[src/rtl/pc_fetch_sequencer_pkg.sv]
// Shared fetch-sequencer constants: FSM state encodings, NOP word, PC step.
// Pure definitions, no logic.
package pc_fetch_sequencer_pkg;

    typedef logic [2:0] fetch_state_t;

    localparam fetch_state_t ST_IDLE    = 3'd0;
    localparam fetch_state_t ST_REQ     = 3'd1;
    localparam fetch_state_t ST_WAIT    = 3'd2;
    localparam fetch_state_t ST_PRESENT = 3'd3;
    localparam fetch_state_t ST_FAULT   = 3'd4;

    localparam logic [31:0] NOP_INSTR = 32'h0000_0013;
    localparam logic [31:0] PC_INCR   = 32'd4;

    function automatic logic is_misaligned(input logic [31:0] addr);
        return addr[1:0] != 2'b00;
    endfunction

endpackage

[src/rtl/pc_fetch_sequencer_pc_next_sel.sv]
// Next-PC select: jump > branch > sequential, with misalignment flag.
// Purely combinational, zero latency.
// No flow control; the caller decides when the result is used.
module pc_next_sel
    import pc_fetch_sequencer_pkg::*;
(
    input  logic [31:0] pc,
    input  logic        jump_valid,
    input  logic [31:0] jump_target,
    input  logic        branch_taken,
    input  logic [31:0] branch_target,
    output logic [31:0] next_pc,
    output logic        misaligned
);

    logic [31:0] seq_pc;

    // Plain 32-bit add: the carry out is dropped, so 0xFFFF_FFFC wraps to 0.
    assign seq_pc = pc + PC_INCR;

    always_comb begin
        next_pc = seq_pc;
        if (jump_valid) begin
            next_pc = jump_target;
        end else if (branch_taken) begin
            next_pc = branch_target;
        end
    end

    assign misaligned = is_misaligned(next_pc);

endmodule

[src/rtl/pc_fetch_sequencer.sv]
// Instruction fetch sequencer: request, wait for data, present, redirect.
// Fetch-to-fetch 3 cycles minimum; holds req/addr until imem_ready, holds instr while stall.
module pc_fetch_sequencer
    import pc_fetch_sequencer_pkg::*;
#(
    parameter logic [31:0] RESET_VECTOR = 32'h0000_0000
) (
    input  logic        clk,
    input  logic        reset,
    input  logic        jump_valid,
    input  logic [31:0] jump_target,
    input  logic        branch_taken,
    input  logic [31:0] branch_target,
    input  logic        stall,
    output logic        imem_req,
    output logic [31:0] imem_addr,
    input  logic        imem_ready,
    input  logic        imem_rvalid,
    input  logic [31:0] imem_rdata,
    output logic        instr_valid,
    output logic [31:0] instr,
    output logic [31:0] pc_out,
    output logic        fault,
    output logic [31:0] retired_count
);

    fetch_state_t state;
    logic [31:0]  fetch_pc;
    logic [31:0]  next_pc;
    logic         next_misaligned;

    pc_next_sel u_pc_next_sel (
        .pc            (pc_out),
        .jump_valid    (jump_valid),
        .jump_target   (jump_target),
        .branch_taken  (branch_taken),
        .branch_target (branch_target),
        .next_pc       (next_pc),
        .misaligned    (next_misaligned)
    );

    always_ff @(posedge clk or posedge reset) begin
        if (reset) begin
            state         <= ST_IDLE;
            fetch_pc      <= RESET_VECTOR;
            instr         <= NOP_INSTR;
            pc_out        <= RESET_VECTOR;
            retired_count <= 32'd0;
        end else begin
            case (state)
                ST_IDLE: begin
                    fetch_pc <= RESET_VECTOR;
                    state    <= ST_REQ;
                end
                ST_REQ: begin
                    if (imem_ready) begin
                        state <= ST_WAIT;
                    end
                end
                // Read data is only sampled here, so stray or pre-reset responses are dropped.
                ST_WAIT: begin
                    if (imem_rvalid) begin
                        instr  <= imem_rdata;
                        pc_out <= fetch_pc;
                        state  <= ST_PRESENT;
                    end
                end
                ST_PRESENT: begin
                    if (!stall) begin
                        retired_count <= retired_count + 32'd1;
                        fetch_pc      <= next_pc;
                        state         <= next_misaligned ? ST_FAULT : ST_REQ;
                    end
                end
                ST_FAULT: begin
                    state <= ST_FAULT;
                end
                default: begin
                    state <= ST_IDLE;
                end
            endcase
        end
    end

    assign imem_req    = (state == ST_REQ);
    assign imem_addr   = fetch_pc;
    assign instr_valid = (state == ST_PRESENT);
    assign fault       = (state == ST_FAULT);

endmodule

[config.mk]
export PLATFORM = sky130hd
export DESIGN_NAME = pc_fetch_sequencer
export DESIGN_NICKNAME = d
export VERILOG_FILES = /design/src/rtl/pc_fetch_sequencer_pkg.sv /design/src/rtl/pc_fetch_sequencer_pc_next_sel.sv /design/src/rtl/pc_fetch_sequencer.sv
export SDC_FILE = /design/constraint.sdc
export NUM_CORES = 1
export LEC_CHECK = 0
export CAP_MARGIN = 20
export CELL_PAD_IN_SITES_DETAIL_PLACEMENT = 2
export CELL_PAD_IN_SITES_GLOBAL_PLACEMENT = 2
export CORE_MARGIN = 10
export CORE_UTILIZATION = 27
export DETAILED_ROUTE_END_ITERATION = 6
export PLACE_DENSITY = 0.76
export SYNTH_ARGS = -nofsm -noshare
export SYNTH_HDL_FRONTEND = slang
export SYNTH_SLANG_ARGS = --single-unit
export TNS_END_PERCENT = 10
[constraint.sdc]
create_clock -name clk -period 5.59 [get_ports clk]
set_input_delay 0.8385 -clock clk [delete_from_list [all_inputs] [get_ports clk]]
set_output_delay 0.8385 -clock clk [all_outputs]
set_load 0.01 [all_outputs]
# [After elaboration in Yosys (flattened, before gate mapping)]
# Cells that the tools add are included.
# W data, S select, Z words.
[classes] addsub=2 eq_ne=7 mux=9 bitwise_logic=1 n_reduce_logical=7
[op_table] operator="$mux W32" n=3
[op_table] operator="$pmux W32 S2" n=1
[op_table] operator="$add A32 B1 Y32 const B" n=1
[op_table] operator="$add A32 B3 Y32 const B" n=1
[op_table] operator="$pmux W3 S5" n=1
[op_table] operator="$mux W3" n=4
[op_table] operator="$eq A3 B2 Y1 const B" n=2
[op_table] operator="$reduce_and A2 Y1" n=3
[op_table] operator="$ne A2 B2 Y1 const B" n=2
[op_table] operator="$reduce_bool A2 Y1" n=2
[op_table] operator="$eq A3 B1 Y1 const B" n=1
[op_table] operator="$eq A3 B3 Y1 const B" n=1
[op_table] operator="$logic_not A3 Y1" n=1
[op_table] operator="$reduce_and A3 Y1" n=1
[op_table] operator="$ne A2 B1 Y1 const B" n=1
[op_table] operator="$not A1 Y1" n=1
[totals] reg_bits=131 wordCells=31

# [Logic depth before layout (Yosys ltp)]
# Gate-level depths: netlist of run 1.
[logic_depth] depth_word=7 mapped_depth=7 ltp_nobuf=6

# [Modules after synthesis]
# Synthesis of run 1 repeated with hierarchy kept, for this count alone.
[unflattened] hier_cells=602 hier_area_um2=6409.9
[modules_own_cells] mod="pc_fetch_sequencer" instances=1 cells_each=421 area_each_um2=5285.1 seq_area_each_um2=3281.9
[modules_own_cells] mod="pc_next_sel" instances=1 cells_each=181 area_each_um2=1124.8 seq_area_each_um2=0.0

# [Worst setup path before layout of run 1]
# OpenSTA, ideal clock, no wires.
[synth_timing] path_kind="input-to-reg" start="input stall" end="register retired_count[31]" setup_time_ns=0.124 t_arrival_ns=2.067 setup_slack_ns=3.399 stages=6 n_path_buf=1 cell_sequence="and4bb_1 -> buf_4 -> nand4_4 -> nor4_4 -> nand4_1 -> xnor2_1"
[synth_between] elab_chain_cells=2
[synth_lines] element="start: declaration" line="pc_fetch_sequencer.sv:14" source="input logic stall,"
[synth_lines] element="$not A1 Y1 (no line)"
[synth_lines] element="$reduce_and A2 Y1 (no line)"
[synth_lines] element="end signal: assignment" line="pc_fetch_sequencer.sv:70" source="retired_count <= retired_count + 32'd1;"
[synth_lines] element="end: declaration" line="pc_fetch_sequencer.sv:24" source="output logic [31:0] retired_count"
# No other way between the ends.
# A chain may end at the register's enable or synchronous reset.

# [Worst setup path in the final report of run 1]
[layout_timing] start="input branch_taken" end="register fetch_pc[29] (netlist: imem_addr[29])"
[layout_between] elab_chain_cells=4
[layout_lines] element="start: declaration" line="pc_fetch_sequencer.sv:12" source="input logic branch_taken,"
[layout_lines] element="$mux W32" line="pc_fetch_sequencer_pc_next_sel.sv:25" source="end else if (branch_taken) begin"
[layout_lines] element="$mux W32" line="pc_fetch_sequencer_pc_next_sel.sv:23" source="if (jump_valid) begin"
[layout_lines] element="$mux W32" line="pc_fetch_sequencer.sv:69" source="if (!stall) begin"
[layout_lines] element="$pmux W32 S2" line="pc_fetch_sequencer.sv:50" source="case (state)"
[layout_lines] element="end signal: assignment" line="pc_fetch_sequencer.sv:71" source="fetch_pc <= next_pc;"
[layout_lines] element="end: declaration" line="pc_fetch_sequencer.sv:28" source="logic [31:0] fetch_pc;"
# No other way between the ends. The select of a mux whose other input is x is not followed.

==> metrics.yaml, run 1 <==
synthesis:
  synthAdderAreaFrac_pct: 0.407
  async_reset_ff_share_pct: 100
  synth_area_mm2: 0.00615
  synth_cell_types: 51
  synthXorXnorAreaFrac_pct: 7.54
  seq_area_frac_synth_pct: 53.3
  yosys.area_share.simple_pct: 14.3
  ys.flop_type: "dfrtp_1"
  syn_nets: 641
  synth_edf_count: 0
  synth_compound_area_share_pct: 10.3
  netlist_instances: 536
  ys_warn_count: 0
  synth_top_family_by_area: "simple AND/OR/NAND/NOR gates"
  synth_seq_cells: 131
  avgSynthCellArea_um2: 11.5
  synthMuxAreaShare_pct: 12.0
critical_path:
  slowest_delay_ns: 0.89
  ff2ff_path_depth: 5
  slowest_stage: "clkdlybuf4s50_1"
  crit_path_start_kind: "primary input"
  path_cells: "clkdlybuf4s50_1 -> nand2_1 -> nor2_1 -> a222oi_1 -> o21ai_0"
  setup.worst_path.class: "in2reg"
  reg2reg_to: "imem_addr[23]"
  r2r-start: "pc_out[12]"
  cp-end-kind: "register"
  crit_end: "imem_addr[29]"
  critPathRequiredTime_ns: 5.92
  worstPathArrival_ns: 3.32
  reg2reg_slack_ns: 3.02
  crit_start: "branch_taken"
  cp_max_fo: 13
clock_network:
  cts.sinks: 131
  post_cts_buffers: 0
  cts_root_buf: "clkbuf_16"
  cts_buffers: 17
  ctsHoldBuffers: 0
  cts_tree: "yes"
  cts_buffer_depth: 2
  post_cts_resized: 0
  clk_latency_ns: 0.43
  htree_levels: 4
  clk_pin_slew_ns: 0.06
placed_design:
  gp_congestion: 0.773
  placed_area_mm2: 0.00880
  dpl.cell_count: 1035
  port_buffers: 233
  place_ws_ns: 2.13
  post-dp-hpwl_um: 18900
pwr:
  switching_share_pct: 34.6
  clock_power_share_pct: 25.6
  power_uw: 4290
  sequentialPowerShare_pct: 37.2
  pwr-share-comb_pct: 37.2
  internal_power_uw: 2810
  vdd_drop_max_mv: 0.175
  leakagePower_uw: 0.00385
  p_switching_uw: 1480
  cellPowerDensity_mw_per_mm2: 458
outcome:
  outcome: "completed"
floorplanning:
  die_h_um: 171
  rows: 55
  ioPinCount: 234
  die_w_um: 171
  initial_core_util_pct: 27.4
  dieArea_mm2: 0.0292
  fp.coreArea_mm2: 0.0225
final_layout:
  nets: 874
  fin_area_mm2: 0.00936
  final_layout_size_suffix_gt1_share_pct: 14.5
  areaGrowthSynthToFinish_pct: 52.1
  n_antenna_cell: 0
  instances_no_fill: 1066
route:
  dr_total_vias: 5445
  routed_via_density: 5.11
  drt_iter0_drc: 214
  drt-pass1-iter-count: 4
  postRouteAntennaNets: 0
  drt_wl_total_um: 25400
  wire_per_inst_um: 23.9
  post-route-drc-count: 0
timing:
  finClkSkew_ns: 0.0225
  final-hold-violation-count: 0
  tns_ns: 0
  worstMarginPinSlew_ns: 1.00
  slew_headroom_pct: 32.5
  rsz0062_at_grt: "false"
  period_minus_slack_ns: 2.99
  clock.fmax_mhz: 335
  setup_viol: 0
  period_share_pct: 53.5
  setup_ws_ns: 2.60
  report.final.slew_viol_count: 0
run:
  maxCapViolCount: 0
global_routing:
  grt_overflow: 0
  grt_pass1_wl_um: 39200
  antenna_found_initial: 0
  grt_max_degree: 99
  grt_usage_pct: 17.4
  grt_pass1_vias: 6323
hold_path:
  hp-class: "reg2reg"
[worst min-delay path by stage]
| stage | depth (start not counted) | endpoint | startpoint |
|---|---|---|---|
| finish | 1 | retired_count[31] | retired_count[31] |
| global route | 1 | retired_count[31] | retired_count[31] |
| CTS | 1 | retired_count[22] | retired_count[22] |
| detailed placement | 1 | retired_count[22] | retired_count[22] |
| global placement | 1 | retired_count[31] | retired_count[31] |
| floorplan | 1 | state[1] | state[2] |
[cell type report]
class | count | area [um^2]
clock inverters | 14 | 141
inverters | 8 | 35.0
fillers | 2304 | 13100
clock buffers | 17 | 425
repair buffers | 237 | 2360
multi-input cells | 374 | 2760
well taps | 285 | 357
flip-flops and latches | 131 | 3280
[critical path, delay by kind of cell]
family,cells,cell delay (ns)
AOI/OAI and AO/OA,2,0.34
buffers and inverters,1,0.89
and+or+nand+nor,2,1.24
[cells in the mapped netlist (9+ instances only)]
| library cell | n | area [um^2] |
|---|---|---|
| a21oi_1 | 14 | 70.1 |
| a22o_1 | 9 | 78.8 |
| a22oi_1 | 9 | 67.6 |
| and3_1 | 10 | 62.6 |
| clkbuf_1 | 17 | 63.8 |
| dfrtp_1 | 128 | 3200 |
| mux2_2 | 61 | 687 |
| nand2_1 | 44 | 165 |
| nand3_1 | 23 | 115 |
| nand4_1 | 18 | 113 |
| nor2_1 | 27 | 101 |
| o21ai_0 | 30 | 150 |
| o221ai_1 | 10 | 87.6 |
| xnor2_1 | 33 | 289 |
| xor2_1 | 20 | 175 |
[metal layers]
| layer | global-route usage (%) | vias to the layer above | share of wire (%) |
|---|---|---|---|
| li1 | - | 2446 | - |
| met3 | 7.07 | 21 | 8.7 |
| met5 | 0 | - | 0 |
| met1 | 20.0 | 2775 | 41 |
| met2 | 29.8 | 203 | 50 |
| met4 | 3.71 | 0 | 0.90 |
[through the flow]
| stage | hold WS (ns) | utilization (%) |
|---|---|---|
| 3_5_place_dp | 0.496 | 39.1 |
| 4_1_cts | 0.509 | 41.6 |
| 6_report | 0.498 | 41.6 |
| 5_1_grt | 0.525 | 41.6 |
| 2_1_floorplan | 0.504 | - |
| 3_3_place_gp | 0.469 | 39.1 |
[power groups by stage]
stage / logic, uW / clock network (uW) / registers, uW
after floorplan: 551 / 0 / 1650
after global placement: 1570 / 0 / 1570
after detailed placement: 1620 / 0 / 1610
after CTS: 1630 / 1130 / 1600
after global routing: 1740 / 1180 / 1650
final: 1590 / 1100 / 1600
[cells in the final DEF, fill, tap and decap left out, types with 14 or more instances in the layout]
| master | synthesis | routed |
|---|---|---|
| nand3_1 | 23 | 23 |
| xor2_1 | 20 | 20 |
| xnor2_1 | 33 | 33 |
| a21oi_1 | 14 | 14 |
| clkbuf_16 | 0 | 17 |
| mux2_2 | 61 | 61 |
| o21ai_0 | 30 | 30 |
| nand2_1 | 44 | 44 |
| clkdlybuf4s50_1 | 0 | 233 |
| nand4_1 | 18 | 18 |
| nor2_1 | 27 | 27 |
| dfrtp_1 | 128 | 128 |
[flip-flops by register name, indices dropped and copies added, names as in the netlist]
name	cells
imem_addr	32
instr	32
pc_out	32
retired_count	32
state	3
[logic make-up after synthesis]
| group | count (synthesis) |
|---|---|
| AND/OR/NAND/NOR | 158 |
| flip-flops | 131 |
| XOR/XNOR | 53 |
| AO/OA/AOI/OAI | 95 |
| adder cells (fa/ha/maj) | 2 |
| buffers and inverters | 31 |
| multiplexers | 66 |
Note: power is estimated with default switching activity, not from simulation.
==> inputs of run 2 (changes only) <==
==> constraint.sdc (replaced) <==
create_clock -name clk -period 3.1 [get_ports clk]
set_input_delay 0.465 -clock clk [delete_from_list [all_inputs] [get_ports clk]]
set_output_delay 0.465 -clock clk [all_outputs]
set_load 0.01 [all_outputs]
==> metrics.yaml, run 2 (same netlist as run 1, synthesis figures left out) <==
critical_path:
  reg2reg_to: "imem_addr[20]"
  r2r-start: "pc_out[2]"
  worstPathArrival_ns: 2.71
  cp-end-kind: "register"
  cp_max_fo: 7
  ff2ff_path_depth: 7
  crit_path_start_kind: "register"
  critPathRequiredTime_ns: 3.42
  setup.worst_path.class: "reg2reg"
  reg2reg_slack_ns: 0.71
global_routing:
  grt_usage_pct: 17.8
  grt_pass1_wl_um: 39700
  grt_pass1_vias: 6362
  grt_max_degree: 42
  antenna_found_initial: 0
  grt_overflow: 0
pwr:
  leakagePower_uw: 0.00396
  cellPowerDensity_mw_per_mm2: 836
  vdd_drop_max_mv: 0.321
placed_design:
  place_ws_ns: 0.559
  post-dp-hpwl_um: 19900
  placed_area_mm2: 0.00894
  gp_congestion: 0.781
  port_buffers: 233
hold_path:
  whs_endpoint: "retired_count[22]"
  hp-class: "reg2reg"
  min_from: "retired_count[22]"
  min_path_cells: 1
floorplanning:
  fp.coreArea_mm2: 0.0225
  initial_core_util_pct: 27.4
  rows: 55
  die_h_um: 171
  dieArea_mm2: 0.0292
  ioPinCount: 234
  die_w_um: 171
clock_network:
  cts_root_buf: "clkbuf_16"
  cts_buffers: 17
  htree_levels: 4
  clk_pin_slew_ns: 0.06
  clk_latency_ns: 0.42
  cts_buffer_depth: 2
  post_cts_resized: 0
  cts_tree: "yes"
  post_cts_buffers: 0
  cts.sinks: 131
  ctsHoldBuffers: 0
timing:
  rsz0062_at_grt: "false"
  period_minus_slack_ns: 2.39
  setup_ws_ns: 0.714
  period_share_pct: 77.0
  tns_ns: 0
  slew_headroom_pct: 43.3
  clock.fmax_mhz: 419
  setup_viol: 0
  final-hold-violation-count: 0
  worstMarginPinSlew_ns: 0.849
  report.final.slew_viol_count: 0
  finClkSkew_ns: 0.0111
final_layout:
  fillCellCount: 2336
  mostFrequentLayoutCells: "clkdlybuf4s50_1 (233), dfrtp_1 (128), mux2_2 (61)"
  utilization_pct: 42.5
  n_antenna_cell: 0
  final_layout_size_suffix_gt1_share_pct: 16.0
  fin_area_mm2: 0.00957
  nets: 887
  areaGrowthSynthToFinish_pct: 55.5
  final_common_cell: "clkdlybuf4s50_1"
route:
  dr_total_vias: 5487
  dr_wl_met2_um: 13100
  drt_iter0_drc: 199
  drt-pass1-iter-count: 4
  wire_per_inst_um: 24.1
  top_layer: "met4"
  post-route-drc-count: 0
  met3_wirelength_um: 2090
  met1_length_um: 10600
  postRouteAntennaNets: 0
  routed_via_density: 5.08
  drt_wl_total_um: 26000
outcome:
  outcome: "completed"
run:
  maxCapViolCount: 0
run 2: cell count changes in the layout (fill, tap and decap cells not counted), sizes merged:
cell	previous run	this run
bufinv	2	4
clkinvlp	4	3
inv	8	7
clkbuf	17	18
buf	4	17
run 2: metrics by stage:
stage / hold slack (ns) / power, uW / instances
5_1_grt: 0.525 / 8460 / 1080
4_1_cts: 0.498 / 8140 / 1080
2_1_floorplan: 0.504 / 3980 / 536
6_report: 0.497 / 8000 / 1080
3_3_place_gp: 0.476 / 5750 / 1048
3_5_place_dp: 0.491 / 5900 / 1048
run 2: worst max-delay path, cell delays in order (launching register included):
cell and delay [ns]:
dfrtp_1 0.32, buf_4 0.15, ha_1 0.26, nand4_1 0.29, nor4_1 0.67, nand4_1 0.21
xor2_1 0.18, o21ai_0 0.20
run 2: where the power goes:
group / total (uW) / switching (uW) / internal (uW)
Combinational: 2970 / 1310 / 1660
Clock: 2170 / 806 / 1360
Sequential: 2860 / 577 / 2280
Total: 8000 / 2690 / 5310
run 2: worst max-delay path by stage:
| stage | slack, ns | endpoint | cells past startpoint | start |
|---|---|---|---|---|
| after floorplan | 1.01 | imem_addr[0] | 1 | reset |
| after global placement | 0.68 | retired_count[31] | 6 | stall |
| after detailed placement | 0.56 | retired_count[31] | 6 | stall |
| after CTS | 0.69 | fault | 3 | state[1] |
| after global routing | 0.56 | imem_addr[20] | 7 | pc_out[2] |
| final | 0.71 | imem_addr[20] | 7 | pc_out[2] |
run 2: final cells by class:
class                           instances  area [um^2]  area share [%]
Clock buffer                           18          439            4.59
Clock inverter                         14          186            1.95
Inverter                                8         33.8           0.353
Multi-Input combinational cell        374         2760            28.8
Sequential cell                       131         3280            34.3
Tap cell                              285          357            3.73
Timing Repair Buffer                  250         2510            26.2
run 2: routing by layer:
metal	vias to the layer above	track usage [%]
met5	-	0
met3	17	6.15
met1	2820	20.3
met2	184	30.9
met4	0	4.61
li1	2466	-
